## config.mk

```make
export PLATFORM = sky130hd
export DESIGN_NAME = mac_operand_feeder
export DESIGN_NICKNAME = d
export VERILOG_FILES = /design/src/rtl/mac_pkg.sv /design/src/rtl/mac_operand_fifo.sv /design/src/rtl/mac_operand_feeder.sv
export SDC_FILE = /design/constraint.sdc
export NUM_CORES = 1
export LEC_CHECK = 0
export CAP_MARGIN = 20
export CORE_MARGIN = 5
export CORE_UTILIZATION = 45
export DETAILED_ROUTE_END_ITERATION = 8
export PLACE_DENSITY = 0.66
export SLEW_MARGIN = 20
export SYNTH_ARGS = -nofsm -noshare
export SYNTH_HDL_FRONTEND = slang
export SYNTH_SLANG_ARGS = --single-unit
```

## constraint.sdc

```tcl
create_clock -name clk -period 6.21 [get_ports clk]
set_clock_uncertainty 0.1 [all_clocks]
set_input_delay 0.9315 -clock clk [delete_from_list [all_inputs] [get_ports clk]]
set_output_delay 0.9315 -clock clk [all_outputs]
set_load 0.02 [all_outputs]
```

## src/rtl/mac_pkg.sv

```systemverilog
// Shared types and constants for the MAC operand feeder: FSM states,
// operand/accumulator widths and the {b,a} pair packing helpers.
package mac_pkg;
  localparam int OPW   = 4;
  localparam int ACCW  = 8;
  localparam int PAIRW = 2 * OPW;
  localparam int A_LSB = 0;
  localparam int B_LSB = OPW;

  typedef enum logic [2:0] {
    ST_IDLE,
    ST_CLEAR,
    ST_STREAM,
    ST_DRAIN,
    ST_DONE
  } feeder_state_t;

  function automatic logic [OPW-1:0] pair_a(input logic [PAIRW-1:0] p);
    return p[A_LSB +: OPW];
  endfunction

  function automatic logic [OPW-1:0] pair_b(input logic [PAIRW-1:0] p);
    return p[B_LSB +: OPW];
  endfunction
endpackage

```

## src/rtl/mac_operand_fifo.sv

```systemverilog
// Operand-pair buffer: DEPTH entries, show-ahead head, push/pop/flush.
// Pushes while full and pops while empty are silently ignored.
module mac_operand_fifo
  import mac_pkg::*;
#(
  parameter int DEPTH = 8,
  parameter int CNT_W = $clog2(DEPTH) + 1
) (
  input  logic             clk,
  input  logic             rst,
  input  logic             i_push,
  input  logic [PAIRW-1:0] i_data,
  input  logic             i_pop,
  input  logic             i_flush,
  output logic [PAIRW-1:0] o_head,
  output logic [CNT_W-1:0] o_count,
  output logic             o_full
);
  localparam int PTR_W = $clog2(DEPTH);

  logic [PAIRW-1:0] r_mem [DEPTH];
  logic [PTR_W-1:0] r_wr_ptr;
  logic [PTR_W-1:0] r_rd_ptr;
  logic [CNT_W-1:0] r_count;
  logic             w_full;
  logic             w_push_ok;
  logic             w_pop_ok;

  assign w_full    = (r_count == CNT_W'(DEPTH));
  assign w_push_ok = i_push && !w_full;
  assign w_pop_ok  = i_pop && (r_count != '0);

  always_ff @(posedge clk) begin
    if (w_push_ok) r_mem[r_wr_ptr] <= i_data;
  end

  // Pointers wrap naturally because DEPTH is a power of two.
  always_ff @(posedge clk or posedge rst) begin
    if (rst) begin
      r_wr_ptr <= '0;
      r_rd_ptr <= '0;
      r_count  <= '0;
    end else if (i_flush) begin
      r_wr_ptr <= '0;
      r_rd_ptr <= '0;
      r_count  <= '0;
    end else begin
      if (w_push_ok) r_wr_ptr <= r_wr_ptr + PTR_W'(1);
      if (w_pop_ok)  r_rd_ptr <= r_rd_ptr + PTR_W'(1);
      case ({w_push_ok, w_pop_ok})
        2'b10:   r_count <= r_count + CNT_W'(1);
        2'b01:   r_count <= r_count - CNT_W'(1);
        default: r_count <= r_count;
      endcase
    end
  end

  assign o_head  = r_mem[r_rd_ptr];
  assign o_count = r_count;
  assign o_full  = w_full;
endmodule

```

## src/rtl/mac_operand_feeder.sv

```systemverilog
// Buffers operand pairs, then clears the MAC, streams the pairs one per
// cycle and captures the accumulated dot product once the stream drains.
module mac_operand_feeder
  import mac_pkg::*;
#(
  parameter int DEPTH = 8,
  parameter int CNT_W = $clog2(DEPTH) + 1
) (
  input  logic             clk,
  input  logic             rst,
  input  logic             i_wr_en,
  input  logic [PAIRW-1:0] i_wr_data,
  output logic             o_full,
  output logic [CNT_W-1:0] o_count,
  input  logic             i_start,
  output logic             o_busy,
  output logic [OPW-1:0]   o_mac_a,
  output logic [OPW-1:0]   o_mac_b,
  output logic             o_mac_clr,
  input  logic [ACCW-1:0]  i_mac_acc,
  output logic [ACCW-1:0]  o_result,
  output logic             o_result_valid
);
  feeder_state_t    r_state;
  feeder_state_t    w_next;
  logic [CNT_W-1:0] r_remain;
  logic [OPW-1:0]   r_mac_a;
  logic [OPW-1:0]   r_mac_b;
  logic             r_mac_clr;
  logic [ACCW-1:0]  r_result;
  logic             r_result_valid;

  logic             w_push;
  logic             w_push_ok;
  logic             w_pop;
  logic             w_flush;
  logic [PAIRW-1:0] w_head;
  logic [CNT_W-1:0] w_fifo_count;
  logic             w_fifo_full;
  logic [CNT_W-1:0] w_n;

  assign w_push    = i_wr_en && (r_state == ST_IDLE);
  assign w_push_ok = w_push && !w_fifo_full;
  // A write in the start cycle lands first, so it is part of the run length.
  assign w_n       = w_fifo_count + CNT_W'(w_push_ok);

  mac_operand_fifo #(
    .DEPTH (DEPTH),
    .CNT_W (CNT_W)
  ) u_fifo (
    .clk     (clk),
    .rst     (rst),
    .i_push  (w_push),
    .i_data  (i_wr_data),
    .i_pop   (w_pop),
    .i_flush (w_flush),
    .o_head  (w_head),
    .o_count (w_fifo_count),
    .o_full  (w_fifo_full)
  );

  always_comb begin
    w_next  = r_state;
    w_pop   = 1'b0;
    w_flush = 1'b0;
    case (r_state)
      ST_IDLE:   if (i_start && (w_n != '0)) w_next = ST_CLEAR;
      ST_CLEAR: begin
        w_next = ST_STREAM;
        w_pop  = 1'b1;
      end
      ST_STREAM: begin
        if (r_remain == '0) w_next = ST_DRAIN;
        else                w_pop  = 1'b1;
      end
      ST_DRAIN:  w_next = ST_DONE;
      ST_DONE: begin
        w_next  = ST_IDLE;
        w_flush = 1'b1;
      end
      default:   w_next = ST_IDLE;
    endcase
  end

  // Outputs are registered from the next state so each lines up with its cycle.
  always_ff @(posedge clk or posedge rst) begin
    if (rst) begin
      r_state        <= ST_IDLE;
      r_remain       <= '0;
      r_mac_a        <= '0;
      r_mac_b        <= '0;
      r_mac_clr      <= 1'b0;
      r_result       <= '0;
      r_result_valid <= 1'b0;
    end else begin
      r_state <= w_next;
      if ((r_state == ST_IDLE) && (w_next == ST_CLEAR)) r_remain <= w_n;
      else if (w_pop)                                  r_remain <= r_remain - CNT_W'(1);
      r_mac_clr      <= (w_next == ST_CLEAR);
      r_mac_a        <= w_pop ? pair_a(w_head) : '0;
      r_mac_b        <= w_pop ? pair_b(w_head) : '0;
      if (r_state == ST_DRAIN) r_result <= i_mac_acc;
      r_result_valid <= (w_next == ST_DONE);
    end
  end

  assign o_full         = w_fifo_full;
  assign o_count        = w_fifo_count;
  assign o_busy         = (r_state != ST_IDLE);
  assign o_mac_a        = r_mac_a;
  assign o_mac_b        = r_mac_b;
  assign o_mac_clr      = r_mac_clr;
  assign o_result       = r_result;
  assign o_result_valid = r_result_valid;
endmodule

```

# Word-level counts from Yosys, hierarchy flattened

Memories as Yosys holds them, arrays and structs flattened.
Index checks and enable logic that the tools add are counted.

Bits in registers: 35
Latch bits: 0
Memory bits (writable): 64
Memory bits (read-only): 0
Bits of input ports: 20
Output and inout bits: 24
Logic and storage cells: 59
Memories kept: 1

Memories:

| memory       | depth | bits a word | rd ports | clocked after memory_dff | wr ports | RTL line               | text |
|---|---|---|---|---|---|---|---|
| u_fifo.r_mem | 8     | 8           | 1        | 0                        | 1        | mac_operand_fifo.sv:21 | `logic [PAIRW-1:0] r_mem [DEPTH];` |

Add/subtract/negate cells: 6
$mul: 0
Div/mod/pow operators: 0
$lt $le $gt $ge: 0
Equality and inequality tests: 9
Shift operators: 0
Multiplexer cells: 18
Bitwise operators: 0
Reductions and logical operators: 15

Operators by type and width:

| cell                                                                   | count |
|---|---|
| 4-bit 2-to-1 mux                                                       | 5 |
| 3-bit 2-to-1 mux                                                       | 6 |
| 3-bit one-hot mux with 4 select lines                                  | 1 |
| 4-bit one-hot mux with 2 select lines                                  | 1 |
| 4-bit nonzero test                                                     | 2 |
| 4-bit by 1-bit subtractor with 4-bit output (second input constant)    | 2 |
| 3-bit by 1-bit adder with 3-bit output (second input constant)         | 2 |
| 3-bit by 1-bit equality test with 1-bit output (second input constant) | 2 |
| 3-bit by 2-bit equality test with 1-bit output (second input constant) | 2 |
| 3-bit equality test (second input constant)                            | 2 |
| 2-bit nonzero test                                                     | 3 |
| 3-bit nonzero test                                                     | 2 |
| 1-bit logical AND                                                      | 5 |
| 4-bit by 1-bit adder with 4-bit output                                 | 1 |
| 4-bit by 1-bit adder with 4-bit output (second input constant)         | 1 |
| 4-bit equality test (second input constant)                            | 1 |
| 4-bit zero test                                                        | 1 |
| 1-bit 2-to-1 mux                                                       | 4 |
| 3-bit zero test                                                        | 1 |
| 2-bit by 1-bit equality test with 1-bit output (second input constant) | 1 |
| 2-bit equality test (second input constant)                            | 1 |
| 1-bit one-hot mux with 2 select lines                                  | 1 |
| 1-bit zero test                                                        | 1 |

# Logic depth before layout (Yosys ltp)

Word-level depth: 11
Mapped depth: 13
Mapped depth without buffers: 11

# By module

Synthesis repeated with hierarchy kept, for this count alone.

Cell total of the unflattened synthesis: 276
Area total of the unflattened synthesis: 4187.8 µm²

Modules (own cells, without submodules):

| module             | times used | cells each | area an instance (µm²) |
|---|---|---|---|
| mac_operand_fifo   | 1          | 172        | 3111.7 |
| mac_operand_feeder | 1          | 104        | 1076.0 |

# Worst setup path after synthesis

Ideal clock, no wire load.

Path kind: register to register
From: register r_remain[0]
To: register u_fifo.r_count[3], in the netlist u_fifo.o_count[3]
Setup time: 0.125 ns
Arrival: 2.811 ns
Data required time: 5.985 ns
Slack: 3.175 ns
Cell stages (with the launch flop): 14
Path buffers: 2
Period minus slack after synthesis: 3.035 ns
Cells stage by stage: dfrtp_1 inv_1 ha_1 or3b_1 a21oi_2 buf_6 buf_6 nor2_1 ha_1 ha_1 a21o_1 a21oi_1 mux2i_1 mux2_2

Word-level cells in the longest chain between the ends: 7
Elaborated cells on any way between the ends: 9
Classes of those cells: 2 x eq/ne; 4 x mux; 3 x reduce/logical

Ends and longest elaborated chain:

| item                                                                                  | RTL line                 | text |
|---|---|---|
| start: declaration                                                                    | mac_operand_feeder.sv:26 | `logic [CNT_W-1:0] r_remain;` |
| start signal: assignment                                                              | mac_operand_feeder.sv:97 | `if ((r_state == ST_IDLE) && (w_next == ST_CLEAR)) r_remain <= w_n;` |
| start signal: assignment                                                              | mac_operand_feeder.sv:98 | `else if (w_pop) r_remain <= r_remain - CNT_W'(1);` |
| 4-bit zero test (*)                                                                   | mac_operand_feeder.sv:73 | `if (r_remain == '0) w_next = ST_DRAIN;` |
| 1-bit 2-to-1 mux (*)                                                                  | mac_operand_feeder.sv:73 |  |
| 1-bit one-hot mux with 2 select lines (*)                                             | mac_operand_feeder.sv:66 | `case (r_state)` |
| 1-bit logical AND (*)                                                                 | mac_operand_fifo.sv:31   | `assign w_pop_ok = i_pop && (r_count != '0);` |
| 2-bit by 1-bit equality test with 1-bit output or 2-bit equality test (tied branches) | mac_operand_fifo.sv:50   | `case ({w_push_ok, w_pop_ok})` |
| 4-bit one-hot mux with 2 select lines                                                 | mac_operand_fifo.sv:50   |  |
| 4-bit 2-to-1 mux                                                                      | mac_operand_fifo.sv:43   | `end else if (i_flush) begin` |
| end signal: assignment                                                                | mac_operand_fifo.sv:51   | `2'b10: r_count <= r_count + CNT_W'(1);` |
| end signal: assignment                                                                | mac_operand_fifo.sv:52   | `2'b01: r_count <= r_count - CNT_W'(1);` |
| end signal: assignment                                                                | mac_operand_fifo.sv:53   | `default: r_count <= r_count;` |
| end: declaration                                                                      | mac_operand_fifo.sv:24   | `logic [CNT_W-1:0] r_count;` |

Mark *: on every way between the ends. The rest lies on a longest branch, timed or not.
A chain may end at the register's enable or synchronous reset.

# Worst setup path after layout

Same ends and word-level chain as after synthesis.

==> reports/qor.yml <==
worst_setup_path:
  rr_startpoint: "r_remain[0]$_DFFE_PP0P_"
  r2r-end: "u_fifo.o_count[3]$_DFFE_PP0P_"
  startpoint_type: "register"
  worstPathArrival_ps: 3820
  path_max_fanout: 20
  criticalPathCategory: "register to register"
  reg2reg_depth: 11
  r2r_slack_ps: 2530
  end_kind: "register"
  cp_data_required_time_ps: 6350
clock_network:
  cts_max_level: 3
  cts_tree: "built"
  cts_sinks: 99
  cts.repair.resized: 0
  cts_hold_buf: 0
  numCtsBuffers: 9
  cts_buffer_depth: 2
  clock-root-buffer: "clkbuf_8"
  cts_setup_buffers: 0
  clk_pin_slew_worst_paths_ps: 100
  worstSkewPairLatency_ps: 350
cells_and_area:
  final_util_pct: 53.4
  area_growth_pct: 17.1
  diodes: 0
  drive_gt1_share_pct: 17.0
  multi_input_area_sq_um: 1250
  n_fill_cell: 753
  register_area_sq_um: 2800
  nets: 342
global_route:
  grt_pass1_vias: 2299
  grt_max_degree: 36
  grt_overflow: 0
  grt_usage_pct: 13.8
  antenna_found_initial: 0
  grt_first_pass_wirelength_mm: 11.8
route:
  drt-met1-wl_mm: 3.29
  wire_per_inst_microns: 17.0
  routed_wl_mm: 7.28
  via_count: 2241
  drt_iter0_markers: 71
  wl_met3_microns: 251
  wl_met2_mm: 3.66
  dr.pass1.iters: 4
  maxUsedRoutingLayer: "met4"
  drc: 0
  drtAntennaViolNets: 0
  viasPerCell: 5.22
logic_synthesis:
  synthSimpleGateAreaFrac_pct: 10.2
  synth_fa_ha_area_share_pct: 2.89
  synth_area_sq_um: 4160
  ys.flop_type: "edfxtp_1"
  synth-edff-count: 64
  ys_top_cells_by_count: "edfxtp_1 (64), dfrtp_1 (35), nand2_1 (30), nor2_1 (22), mux4_2 (16)"
  synth-seq-cells: 99
  synth_cell_types: 47
  yosysMostFrequentCell: "edfxtp_1"
  synthXorXnorAreaFrac_pct: 1.87
  synth_top_area_share_pct: 46.2
  async_flop_share_pct: 35.4
  yosys.area.top_type: "edfxtp_1"
  syn_area_per_cell_sq_um: 15.6
  yosys_warnings: 0
  synth-seq-area-share_pct: 67.3
  postSynthCellCount: 267
  synthMuxAreaShare_pct: 11.8
  synth_top_family_by_area: "multiplexers"
  syn-num-nets: 296
  synth.area.top_cells: "edfxtp_1 (46%), dfrtp_1 (21%), mux4_2 (8.7%), mux2i_1 (2.9%), nand2_1 (2.7%)"
  synth_compound_area_share_pct: 2.92
placed_design:
  dp_slack_ps: 2550
  port_buffers: 43
  gp_congestion: 0.758
  dp_hpwl_mm: 4.73
floorplan:
  die-area_sq_um: 11300
  die_w_microns: 106
  die_h_microns: 106
  initial_core_util_pct: 45.7
  core_area_sq_um: 9110
  ios: 44
  rows: 35
power_and_ir_drop:
  p_per_area_nw_per_um2: 467
  peakVddDrop_v: 0.000134
  comb_power_share_pct: 38.5
  seqPwrFrac_pct: 44.4
  internal_power_mw: 1.45
  power.net_switching_mw: 0.829
  p_clk_share_pct: 17.0
  total_power_mw: 2.27
  p_leak_nw: 1.84
  switching_share_pct: 36.4
timing:
  max_freq_ghz: 0.272
  setup_viol: 0
  rsz0062_at_grt: "false"
  drv_slew: 0
  worstMarginPinSlew_ps: 1000
  period_share_pct: 59.3
  period_minus_slack_ps: 3680
  timing.hold.ws_ps: 381
  hold_viol_final: 0
  slew-limit-headroom_pct: 33.3
  fin_ws_ps: 2530
  fin_setup_tns_ps: 0
job:
  cap_violations: 0
worst_hold_path:
  min_path_cells: 2
  min_path_type: "register to register"
  holdCritStartpoint: "o_result[4]$_DFFE_PP0P_"
  holdPathEnd: "o_result[4]$_DFFE_PP0P_"
status:
  status: "complete, no violations"
cell families (layout without fill, tap and decap cells):
kind of cell               after synthesis  count (layout)
DFF                                     99              99
and+or+nand+nor                         82              82
muxes                                   29              29
buffers and inverters                   22              73
AOI/OAI and AO/OA                       18              18
adders and majority gates                9               9
xor gates and xnor gates                 8               8
critical path, stage by stage, from the launching register on:
cell	delay, ps
dfrtp_1	390
inv_1	90
ha_1	160
or3b_1	390
a21oi_2	810
nor2_1	120
ha_1	300
ha_1	300
a21o_1	180
a21oi_1	170
mux2i_1	210
mux2_2	340
registers in the layout, summed over array words and instances (netlist names):
name and count:
o_mac_a 4, o_result_valid 1, o_mac_b 4, r_remain 4
u_fifo.r_mem 64, u_fifo.o_count 4, u_fifo.r_rd_ptr 3, o_mac_clr 1
o_result 8, r_state 3, u_fifo.r_wr_ptr 3
layout make-up:
cell class / instances / area share [%]
clock buffers: 9 / 2.54
inverters: 11 / 0.848
clock inverters: 7 / 1.21
well taps: 111 / 2.85
repair buffers: 46 / 9.30
multi-input cells: 146 / 25.8
flip-flops and latches: 99 / 57.5
stage by stage:
stage,instance area (sq um),cells
after floorplan,4160,267
after global placement,4680,413
after detailed placement,4680,413
after CTS,4870,429
after global routing,4870,429
final,4870,429
per-layer routing:
metal	track usage, %	vias up
met3	2.37	7
met1	17.9	1115
met2	23.1	45
li1	-	1074
met4	5.27	0
met5	0	-
layout by cell type (no fill, tap or decap), drive strengths merged, types with 2 or more instances in the layout:
cell type	Yosys	routed
clkbuf	1	9
nor2b	2	2
mux4	16	16
nand2	31	31
or3	4	4
nor3	6	6
inv	10	14
ha	8	8
or3b	2	2
edfxtp	64	64
buf	10	3
nand3	2	2
xor2	4	4
clkdlybuf4s50	0	43
dfrtp	35	35
nand2b	3	3
nor2	22	22
clkinv	1	4
nor4	2	2
xnor2	4	4
nor3b	4	4
a21oi	6	6
a21o	2	2
mux2i	12	12
o21ai	5	5
power by group through the flow:
stage | Clock (mW) | Combinational [mW] | Sequential [mW]
2_1_floorplan | 0 | 0.653 | 1.01
6_report | 0.387 | 0.876 | 1.01
5_1_grt | 0.426 | 0.965 | 1.04
3_5_place_dp | 0 | 0.887 | 1.03
3_3_place_gp | 0 | 0.875 | 1.02
4_1_cts | 0.395 | 0.891 | 1.01
worst max path at each step:
stage	startpoint	endpoint	cells after the start
finish	r_remain[0]$_DFFE_PP0P_	u_fifo.o_count[3]$_DFFE_PP0P_	11
global route	r_remain[0]$_DFFE_PP0P_	u_fifo.o_count[3]$_DFFE_PP0P_	11
CTS	r_remain[0]$_DFFE_PP0P_	u_fifo.o_count[3]$_DFFE_PP0P_	11
detailed placement	r_remain[0]$_DFFE_PP0P_	u_fifo.o_count[3]$_DFFE_PP0P_	11
global placement	r_remain[0]$_DFFE_PP0P_	u_fifo.o_count[3]$_DFFE_PP0P_	11
floorplan	r_remain[0]$_DFFE_PP0P_	u_fifo.o_count[3]$_DFFE_PP0P_	13
No activity file was read; power rests on OpenSTA's default activity.
